<file path="config.mk">
export PLATFORM = sky130hd
export DESIGN_NAME = pkt_dispatcher_flat
export DESIGN_NICKNAME = d
export VERILOG_FILES = /design/src/rtl/pkt_dispatcher_if.sv /design/src/rtl/pkt_dispatcher.sv /design/src/flat_wrapper.sv
export SDC_FILE = /design/constraint.sdc
export NUM_CORES = 1
export LEC_CHECK = 0
export BUFFER_PORTS_ARGS = -buffer_cell sky130_fd_sc_hd__buf_2
export CORE_MARGIN = 3
export CORE_UTILIZATION = 57
export CTS_CLUSTER_DIAMETER = 120
export CTS_CLUSTER_SIZE = 12
export DETAILED_ROUTE_END_ITERATION = 12
export GPL_TIMING_DRIVEN = 0
export HOLD_SLACK_MARGIN = 0.08
export PLACE_DENSITY_LB_ADDON = 0.05
export REMOVE_ABC_BUFFERS = 1
export SYNTH_ARGS = -nofsm -noshare
export SYNTH_HDL_FRONTEND = slang
export SYNTH_SLANG_ARGS = --single-unit
</file>
<file path="constraint.sdc">
create_clock -name clk -period 4.9 [get_ports clk]
set_input_delay 0.49 -clock clk [delete_from_list [all_inputs] [get_ports clk]]
set_output_delay 0.49 -clock clk [all_outputs]
set_load 0.01 [all_outputs]
</file>
<file path="src/rtl/pkt_dispatcher_if.sv">
// Stream bundle between the packet source, the dispatcher and its matcher lanes.
// The dispatcher uses the slave view; whoever feeds it and consumes the lanes uses master.
interface pkt_dispatcher_if #(
   parameter int NUM_LANES = 2,
   parameter int DATA_W    = 8
);
   logic [DATA_W-1:0]           in_data;
   logic                        in_valid;
   logic                        in_sop;
   logic                        in_eop;
   logic                        in_ready;
   logic [NUM_LANES*DATA_W-1:0] lane_data;
   logic [NUM_LANES-1:0]        lane_valid;
   logic [NUM_LANES-1:0]        lane_sop;
   logic [NUM_LANES-1:0]        lane_eop;
   logic [NUM_LANES-1:0]        lane_stall;

   modport master (
      output in_data, in_valid, in_sop, in_eop,
      input  in_ready,
      input  lane_data, lane_valid, lane_sop, lane_eop,
      output lane_stall
   );

   modport slave (
      input  in_data, in_valid, in_sop, in_eop,
      output in_ready,
      output lane_data, lane_valid, lane_sop, lane_eop,
      input  lane_stall
   );
endinterface

</file>
<file path="src/rtl/pkt_dispatcher.sv">
// Round-robin packet dispatcher: locks each incoming packet to one free matcher lane
// and forwards it through a one-entry register per lane.
module pkt_dispatcher #(
   parameter int NUM_LANES = 2,
   parameter int DATA_W    = 8
) (
   input  logic                         clk,
   input  logic                         rst,
   input  logic                         enable,
   pkt_dispatcher_if.slave              bus,
   output logic                         busy,
   output logic [$clog2(NUM_LANES)-1:0] active_lane,
   output logic [31:0]                  pkt_count,
   output logic [15:0]                  drop_count
);

   localparam int LW = $clog2(NUM_LANES);

   typedef enum logic {IDLE, BUSY} state_t;

   state_t                           state;
   state_t                           state_nxt;
   logic [LW-1:0]                    ptr;
   logic [LW-1:0]                    sel_lane;
   logic                             sel_found;
   logic [LW:0]                      cand;
   logic [NUM_LANES-1:0]             lane_v;
   logic [NUM_LANES-1:0]             lane_s;
   logic [NUM_LANES-1:0]             lane_e;
   logic [NUM_LANES-1:0][DATA_W-1:0] lane_d;
   logic [NUM_LANES-1:0]             lane_xfer;
   logic [NUM_LANES-1:0]             load;
   logic                             ready_c;
   logic                             accept;
   logic                             dispatch;
   logic                             drop;

   assign lane_xfer      = lane_v & ~bus.lane_stall;
   assign bus.lane_valid = lane_v;
   assign bus.lane_sop   = lane_s;
   assign bus.lane_eop   = lane_e;
   assign bus.lane_data  = lane_d;
   assign bus.in_ready   = ready_c;
   assign busy           = (state == BUSY);

   // Search starts just after the last dispatched lane and wraps, so the pointer lane is tried last.
   always_comb begin
      sel_found = 1'b0;
      sel_lane  = '0;
      cand      = '0;
      for (int k = 1; k <= NUM_LANES; k++) begin
         cand = {1'b0, ptr} + (LW+1)'(k);
         if (cand >= (LW+1)'(NUM_LANES)) begin
            cand = cand - (LW+1)'(NUM_LANES);
         end
         if (!sel_found && !lane_v[cand[LW-1:0]] && !bus.lane_stall[cand[LW-1:0]]) begin
            sel_found = 1'b1;
            sel_lane  = cand[LW-1:0];
         end
      end
   end

   always_comb begin
      state_nxt = state;
      ready_c   = 1'b0;
      accept    = 1'b0;
      dispatch  = 1'b0;
      drop      = 1'b0;
      load      = '0;
      if (!rst) begin
         case (state)
            IDLE: begin
               if (bus.in_sop) begin
                  ready_c = enable && sel_found;
               end else begin
                  ready_c = 1'b1;
               end
               accept = bus.in_valid && ready_c;
               if (accept) begin
                  if (bus.in_sop) begin
                     dispatch       = 1'b1;
                     load[sel_lane] = 1'b1;
                     if (!bus.in_eop) begin
                        state_nxt = BUSY;
                     end
                  end else begin
                     drop = 1'b1;
                  end
               end
            end
            BUSY: begin
               // The locked lane can take a new byte when empty or when its current byte leaves now.
               ready_c = !lane_v[active_lane] || !bus.lane_stall[active_lane];
               accept  = bus.in_valid && ready_c;
               if (accept) begin
                  load[active_lane] = 1'b1;
                  if (bus.in_eop) begin
                     state_nxt = IDLE;
                  end
               end
            end
            default: begin
               state_nxt = IDLE;
            end
         endcase
      end
   end

   always_ff @(posedge clk or posedge rst) begin
      if (rst) begin
         state <= IDLE;
      end else begin
         state <= state_nxt;
      end
   end

   // Pointer resets to the last lane so the very first packet lands on lane 0.
   always_ff @(posedge clk or posedge rst) begin
      if (rst) begin
         ptr         <= LW'(NUM_LANES - 1);
         active_lane <= '0;
         pkt_count   <= '0;
         drop_count  <= '0;
      end else begin
         if (dispatch) begin
            ptr         <= sel_lane;
            active_lane <= sel_lane;
            pkt_count   <= pkt_count + 32'd1;
         end
         if (drop && (drop_count != 16'hFFFF)) begin
            drop_count <= drop_count + 16'd1;
         end
      end
   end

   always_ff @(posedge clk or posedge rst) begin
      if (rst) begin
         lane_v <= '0;
         lane_s <= '0;
         lane_e <= '0;
         lane_d <= '0;
      end else begin
         for (int i = 0; i < NUM_LANES; i++) begin
            if (load[i]) begin
               lane_v[i] <= 1'b1;
               lane_s[i] <= bus.in_sop;
               lane_e[i] <= bus.in_eop;
               lane_d[i] <= bus.in_data;
            end else if (lane_xfer[i]) begin
               lane_v[i] <= 1'b0;
            end
         end
      end
   end

endmodule

</file>
<file path="src/flat_wrapper.sv">
// flat-port wrapper written by rule: the top's interface ports become plain ports
module pkt_dispatcher_flat 
#(
   parameter int NUM_LANES = 2,
   parameter int DATA_W    = 8
)
  (clk, rst, enable, busy, active_lane, pkt_count, drop_count, bus_in_data, bus_in_valid, bus_in_sop, bus_in_eop, bus_in_ready, bus_lane_data, bus_lane_valid, bus_lane_sop, bus_lane_eop, bus_lane_stall);
  pkt_dispatcher_if #(.NUM_LANES(NUM_LANES), .DATA_W(DATA_W)) bus_i ();
  input  logic clk;
  input  logic rst;
  input  logic enable;
  output logic busy;
  output logic [$clog2(NUM_LANES)-1:0] active_lane;
  output logic [31:0] pkt_count;
  output logic [15:0] drop_count;
  input wire logic [$bits(bus_i.in_data)-1:0] bus_in_data;
  input wire logic [$bits(bus_i.in_valid)-1:0] bus_in_valid;
  input wire logic [$bits(bus_i.in_sop)-1:0] bus_in_sop;
  input wire logic [$bits(bus_i.in_eop)-1:0] bus_in_eop;
  output wire logic [$bits(bus_i.in_ready)-1:0] bus_in_ready;
  output wire logic [$bits(bus_i.lane_data)-1:0] bus_lane_data;
  output wire logic [$bits(bus_i.lane_valid)-1:0] bus_lane_valid;
  output wire logic [$bits(bus_i.lane_sop)-1:0] bus_lane_sop;
  output wire logic [$bits(bus_i.lane_eop)-1:0] bus_lane_eop;
  input wire logic [$bits(bus_i.lane_stall)-1:0] bus_lane_stall;
  assign bus_i.in_data = bus_in_data;
  assign bus_i.in_valid = bus_in_valid;
  assign bus_i.in_sop = bus_in_sop;
  assign bus_i.in_eop = bus_in_eop;
  assign bus_in_ready = bus_i.in_ready;
  assign bus_lane_data = bus_i.lane_data;
  assign bus_lane_valid = bus_i.lane_valid;
  assign bus_lane_sop = bus_i.lane_sop;
  assign bus_lane_eop = bus_i.lane_eop;
  assign bus_i.lane_stall = bus_lane_stall;
  pkt_dispatcher #(.NUM_LANES(NUM_LANES), .DATA_W(DATA_W)) u_core (.clk(clk), .rst(rst), .enable(enable), .bus(bus_i), .busy(busy), .active_lane(active_lane), .pkt_count(pkt_count), .drop_count(drop_count));
endmodule
</file>
=== Word level (Yosys, flattened, before mapping) ===
Cells that the tools add are included.

* Flip-flop bits (word level): 73
* Input bits: 16
* Word-level logic and storage cells: 99

* $add $sub $neg: 6
* Magnitude comparators: 8
* Equality and inequality tests: 1
* Mux-type cells: 49
* Bitwise gates (word level): 3
* Reduce and logical (&&, ||, !) cells: 19

{| class="wikitable"
|+ Operators with widths
! kind !! count
|-
| two-way mux 1 bit || 40
|-
| adder 32 x 1 -> 32 bit (second input constant) || 1
|-
| adder 16 x 1 -> 16 bit (second input constant) || 1
|-
| inequality test 16 bit (second input constant) || 1
|-
| logical AND 1 bit || 9
|-
| < comparator 1 x 2 -> 1 bit (second input constant) || 4
|-
| two-way mux 2 bit || 4
|-
| zero test 1 bit || 7
|-
| >= comparator 2 bit (second input constant) || 2
|-
| case mux 1 bit (2 select lines) || 2
|-
| case mux 2 bit (2 select lines) || 1
|-
| nonzero test 2 bit || 2
|-
| adder 1 x 1 -> 2 bit (second input constant) || 1
|-
| adder 1 x 2 -> 2 bit (second input constant) || 1
|-
| bitwise AND 2 bit || 1
|-
| demux 1 bit (select 1 bit) || 2
|-
| >= comparator 1 bit (second input constant) || 2
|-
| NOT 2 bit || 1
|-
| subtractor 1 bit (second input constant) || 2
|-
| logical OR 1 bit || 1
|-
| NOT 1 bit || 1
|}

=== Logic depth before layout (Yosys ltp) ===
* Depth in word-level cells: 21
* Gate-level depth with buffers: 6
* Gate-level depth less buffers: 5

=== Worst setup path after synthesis ===
Ideal clock, no wire load.

* Path kind: input-to-reg
* Start: input rst
* End: register u_core.state (netlist: u_core.busy)
* Arrival: 2401 ps
* Data required time: 4814 ps
* Setup slack: 2413 ps
* Stages on the path: 3
* Path through: inv_1 a31oi_1 a31oi_1

{| class="wikitable"
|+ RTL lines
! what !! line !! RTL
|-
| start, declared || flat_wrapper.sv:10 || <nowiki>input logic rst;</nowiki>
|-
| end signal, assigned || pkt_dispatcher.sv:113 || <nowiki>state <= state_nxt;</nowiki>
|-
| end, declared || pkt_dispatcher.sv:21 || <nowiki>state_t state;</nowiki>
|}

=== Worst setup path in the final report ===
* Start: register u_core.state (netlist: u_core.busy)
* End: register u_core.lane_d, in the netlist u_core.bus.lane_data[15]

* Cells in the longest elaborated chain, start to end: 3

{| class="wikitable"
|+ RTL lines
! what !! line !! RTL
|-
| NOT 1 bit || n/a ||
|-
| case mux 2 bit (2 select lines) * || pkt_dispatcher.sv:71 || <nowiki>case (state)</nowiki>
|-
| two-way mux 2 bit * || pkt_dispatcher.sv:70 || <nowiki>if (!rst) begin</nowiki>
|-
| end signal, assigned by index || pkt_dispatcher.sv:148 || <nowiki>lane_d[i] <= bus.in_data;</nowiki>
|-
| end, declared || pkt_dispatcher.sv:30 || <nowiki>logic [NUM_LANES-1:0][DATA_W-1:0] lane_d;</nowiki>
|}

Mark *: on every way between the ends. The rest lies on a longest branch, timed or not.
A chain may end at the register's enable or synchronous reset.

==> summary.txt <==
Clocking
  • Post-cts resize count: 0
  • Worst skew pair latency: about 0.34 ns
  • Maximum buffer depth of the clock tree: 2
  • CTS Sinks: between 70 and 80
  • Post-CTS setup buffers: 0
  • H-tree lvl count: 3
  • CTS tree: yes
  • Clk slew on worst S/H paths: 0.07 ns
  • Cts hold-fix bufs: 0
  • CTS root buf: clkbuf_8
  • CTS Buf Count: 9

Synthesis
  • Post-Syn Instances: 275
  • Register area share after synthesis: around 54%
  • Synth top cells by count: dfrtp_1 (72), xnor2_1 (31), nand3_1 (20)
  • Top-count cell post-synth: dfrtp_1
  • Post-synth top flop: dfrtp_1
  • Async SR Flop Fraction: 100%
  • Mapped Area: 0.00339 sq mm
  • Post-synthesis cell type count: 48
  • Post-synth top area share: between 50% and 60%
  • Cell taking the most area after synthesis: dfrtp_1
  • Synth area leaders: dfrtp_1 (53%), xnor2_1 (8.0%), mux2_1 (6.0%), xor2_1 (3.6%), nand4_1 (3.5%)
  • Synth Register Bits: 73
  • Synth warnings: 0
  • Number of flops mapped to enable cells by yosys: 0
  • Mapped Avg Cell Area: 12.3 sq um

STA
  • Worst hold slack: approximately 0.36 ns
  • Setup violators final: 0
  • Clock Skews: 0.0101 ns
  • Slew HR: 17.9%
  • Worst-Margin Slew: 1.22 ns
  • Final Hold Fails: 0
  • Final slew viol count: 0
  • Min Tclk post-route: approximately 2.3 ns
  • FMAX: ~430 MHz
  • RSZ-0062 raised after global routing: no
  • Final worst slack: 2.55 ns
  • Tcrit/Tclk final: a little under half
  • Setup TNS: 0 ns

Drt
  • Antenna violation net count after detailed routing: 0
  • DRT iter0 DRCs: 149
  • Vias/cell: 5.58
  • DR WL/cell: between 15 and 20 um
  • Total wire length: approximately 7000 um
  • DRC violations left: 0
  • Via count: 2467
  • First-pass iteration count of the detailed router: 4

GRT
  • First-pass GRT wire length: 11900 um
  • Vias in the first global route: 2381
  • Largest net degree at the start of global routing: 75
  • Grt total ovfl: 0
  • Initial antenna violation count: 0
  • Tot GR Track Use: 21.3%

Power
  • P_sw: 0.000505 W
  • Comb power frac: 21.2%
  • Clock power share: 30.7%
  • VDD IR max: 0.000326 V
  • Net switching fraction of the power: 29.7%
  • Share of power burned in registers: 48.2%
  • Pwr dens: 414 mW/mm^2
  • Int Pwr: 0.00119 W
  • Static Leak: 2.05 nW

Setup path
  • Worst-path cell chain: and3b_1, nor4b_2, o21ai_1, mux2_2
  • Slowest-stage cell, CP: o21ai_1
  • Critical path startpoint category: flip-flop
  • Buf/Inv on CP: 0
  • CP Data Required Time: 5.12 ns
  • Arr. time, crit path: roughly 2.6 ns
  • Worst setup EP type: flip-flop
  • Worst Setup Path Type: reg2reg
  • Max incr delay on CP: between 0.8 and 0.9 ns
  • Crit-path max FO: 11
  • Delay-heaviest family, CP: compound AO/OA/AOI/OAI gates

Floorplanning
  • Core Area: 0.00564 sq mm
  • Ports: 89
  • Placement Rows: 27
  • Die height: 83.2 um
  • Initial Util: 60.2%
  • Chip width: 83.2 um
  • Die area: 0.00692 sq mm

Finish
  • Multi-input gate area: around 0.0015 sq mm
  • Final Util: 72.7%
  • Fraction of layout cells with a size suffix above 1: 33.0%
  • Synth-to-Final Area Change: 20.8%
  • Ant. Diodes: 0
  • Cell Count, Final, Fillers Out: 442
  • Fill cells: 424
  • Nets@finish: 384
  • Storage cell area: 0.00183 sq mm

Placement
  • Pre-CTS WS: 2.41 ns
  • GP Congestion: 0.753
  • Dpl hpwl: between 4000 and 5000 um
  • Number of port buffers: 88
  • Dpl cells: 427

Status
  • Status: finished, final reports clean

Job
  • Max_cap viols: 0

Hold path
  • Hold/Removal Path Class: in2reg
-- cell usage in the layout (no fill, tap or decap), drive strengths merged, types with 2 or more instances in the layout --
| cell | count |
|---|---|
| xnor2 | 31 |
| nand3 | 21 |
| nor3 | 5 |
| and4 | 7 |
| dfrtp | 72 |
| a21oi | 7 |
| nor4b | 4 |
| nand2 | 14 |
| and3 | 6 |
| bufinv | 2 |
| o21ai | 2 |
| nor4 | 4 |
| ha | 2 |
| buf | 88 |
| xor2 | 14 |
| nand3b | 2 |
| inv | 4 |
| a21o | 3 |
| a31oi | 2 |
| nor3b | 2 |
| clkinvlp | 2 |
| and2 | 3 |
| clkbuf | 10 |
| mux2 | 22 |
| a2111oi | 2 |
| nand4 | 21 |
| nor2 | 5 |
-- final timing paths --
kind | start | endpoint | slack [ns] | cells after the start
worst max-delay path | u_core.busy$_DFFE_PP0N_ | u_core.bus.lane_data[15]$_DFFE_PP0P_ | 2.55 | 4
worst min-delay path | bus_in_eop | u_core.busy$_DFFE_PP0N_ | 0.36 | 2
worst max register to register | u_core.busy$_DFFE_PP0N_ | u_core.bus.lane_data[15]$_DFFE_PP0P_ | 2.55 | 4
worst min register to register | u_core.pkt_count[31]$_DFFE_PP0P_ | u_core.pkt_count[31]$_DFFE_PP0P_ | 0.47 | 1
max in group asynchronous | rst | u_core.drop_count[14]$_DFFE_PP0P_ | 3.94 | 2
min in group asynchronous | rst | u_core.bus.lane_sop[0]$_DFFE_PP0P_ | 0.41 | 2
-- cell type report --
class | count | area share, %
clock inverter | 5 | 1.95
tap | 72 | 2.20
timing repair buffer | 88 | 10.7
clock buffer | 10 | 3.36
sequential | 73 | 44.6
inverter | 4 | 0.427
multi-input combinational | 190 | 36.8
-- through the flow --
step	total power [W]	instance area [sq um]
after global routing	0.00179	4100
final	0.00170	4100
after global placement	0.00118	3880
after floorplan	0.00102	3350
after CTS	0.00171	4100
after detailed placement	0.00119	3880
-- sequential cells by signal, indices dropped and copies added, names as in the netlist --
name	cells
u_core.bus.lane_data	16
u_core.bus.lane_sop	2
u_core.ptr	1
u_core.pkt_count	32
u_core.active_lane	1
u_core.bus.lane_eop	2
u_core.drop_count	16
u_core.bus.lane_valid	2
u_core.busy	1
-- power groups by stage --
stage / Clock, W / Sequential (W) / Combinational, W
2_1_floorplan: 0 / 0.000875 / 0.000142
3_3_place_gp: 0 / 0.000821 / 0.000359
3_5_place_dp: 0 / 0.000828 / 0.000366
4_1_cts: 0.000529 / 0.000817 / 0.000368
5_1_grt: 0.000562 / 0.000838 / 0.000395
6_report: 0.000521 / 0.000818 / 0.000359
-- cell families after synthesis --
group                    count (synthesis)  share of synthesized area [%]
AO/OA/AOI/OAI                           19                           4.02
XOR/XNOR                                45                           11.6
adder cells (fa/ha/maj)                  2                          0.737
buffers and inverters                   12                           1.73
flip-flops                              73                           53.9
multiplexers                            23                           7.70
AND/OR/NAND/NOR                        101                           20.3
-- worst register-to-register path: stages (launching register included) --
cell and delay, ns:
dfrtp_1 0.54, and3b_1 0.26, nor4b_2 0.17, o21ai_1 0.84, mux2_2 0.42
-- layer usage --
| metal | global-route usage [%] | wire [um] |
|---|---|---|
| met1 | 31.0 | 3300 |
| met2 | 31.0 | 3170 |
| met3 | 5.56 | 443 |
| met4 | 7.58 | 61 |
| met5 | 0 | 0 |
No activity file was read; power rests on OpenSTA's default activity.
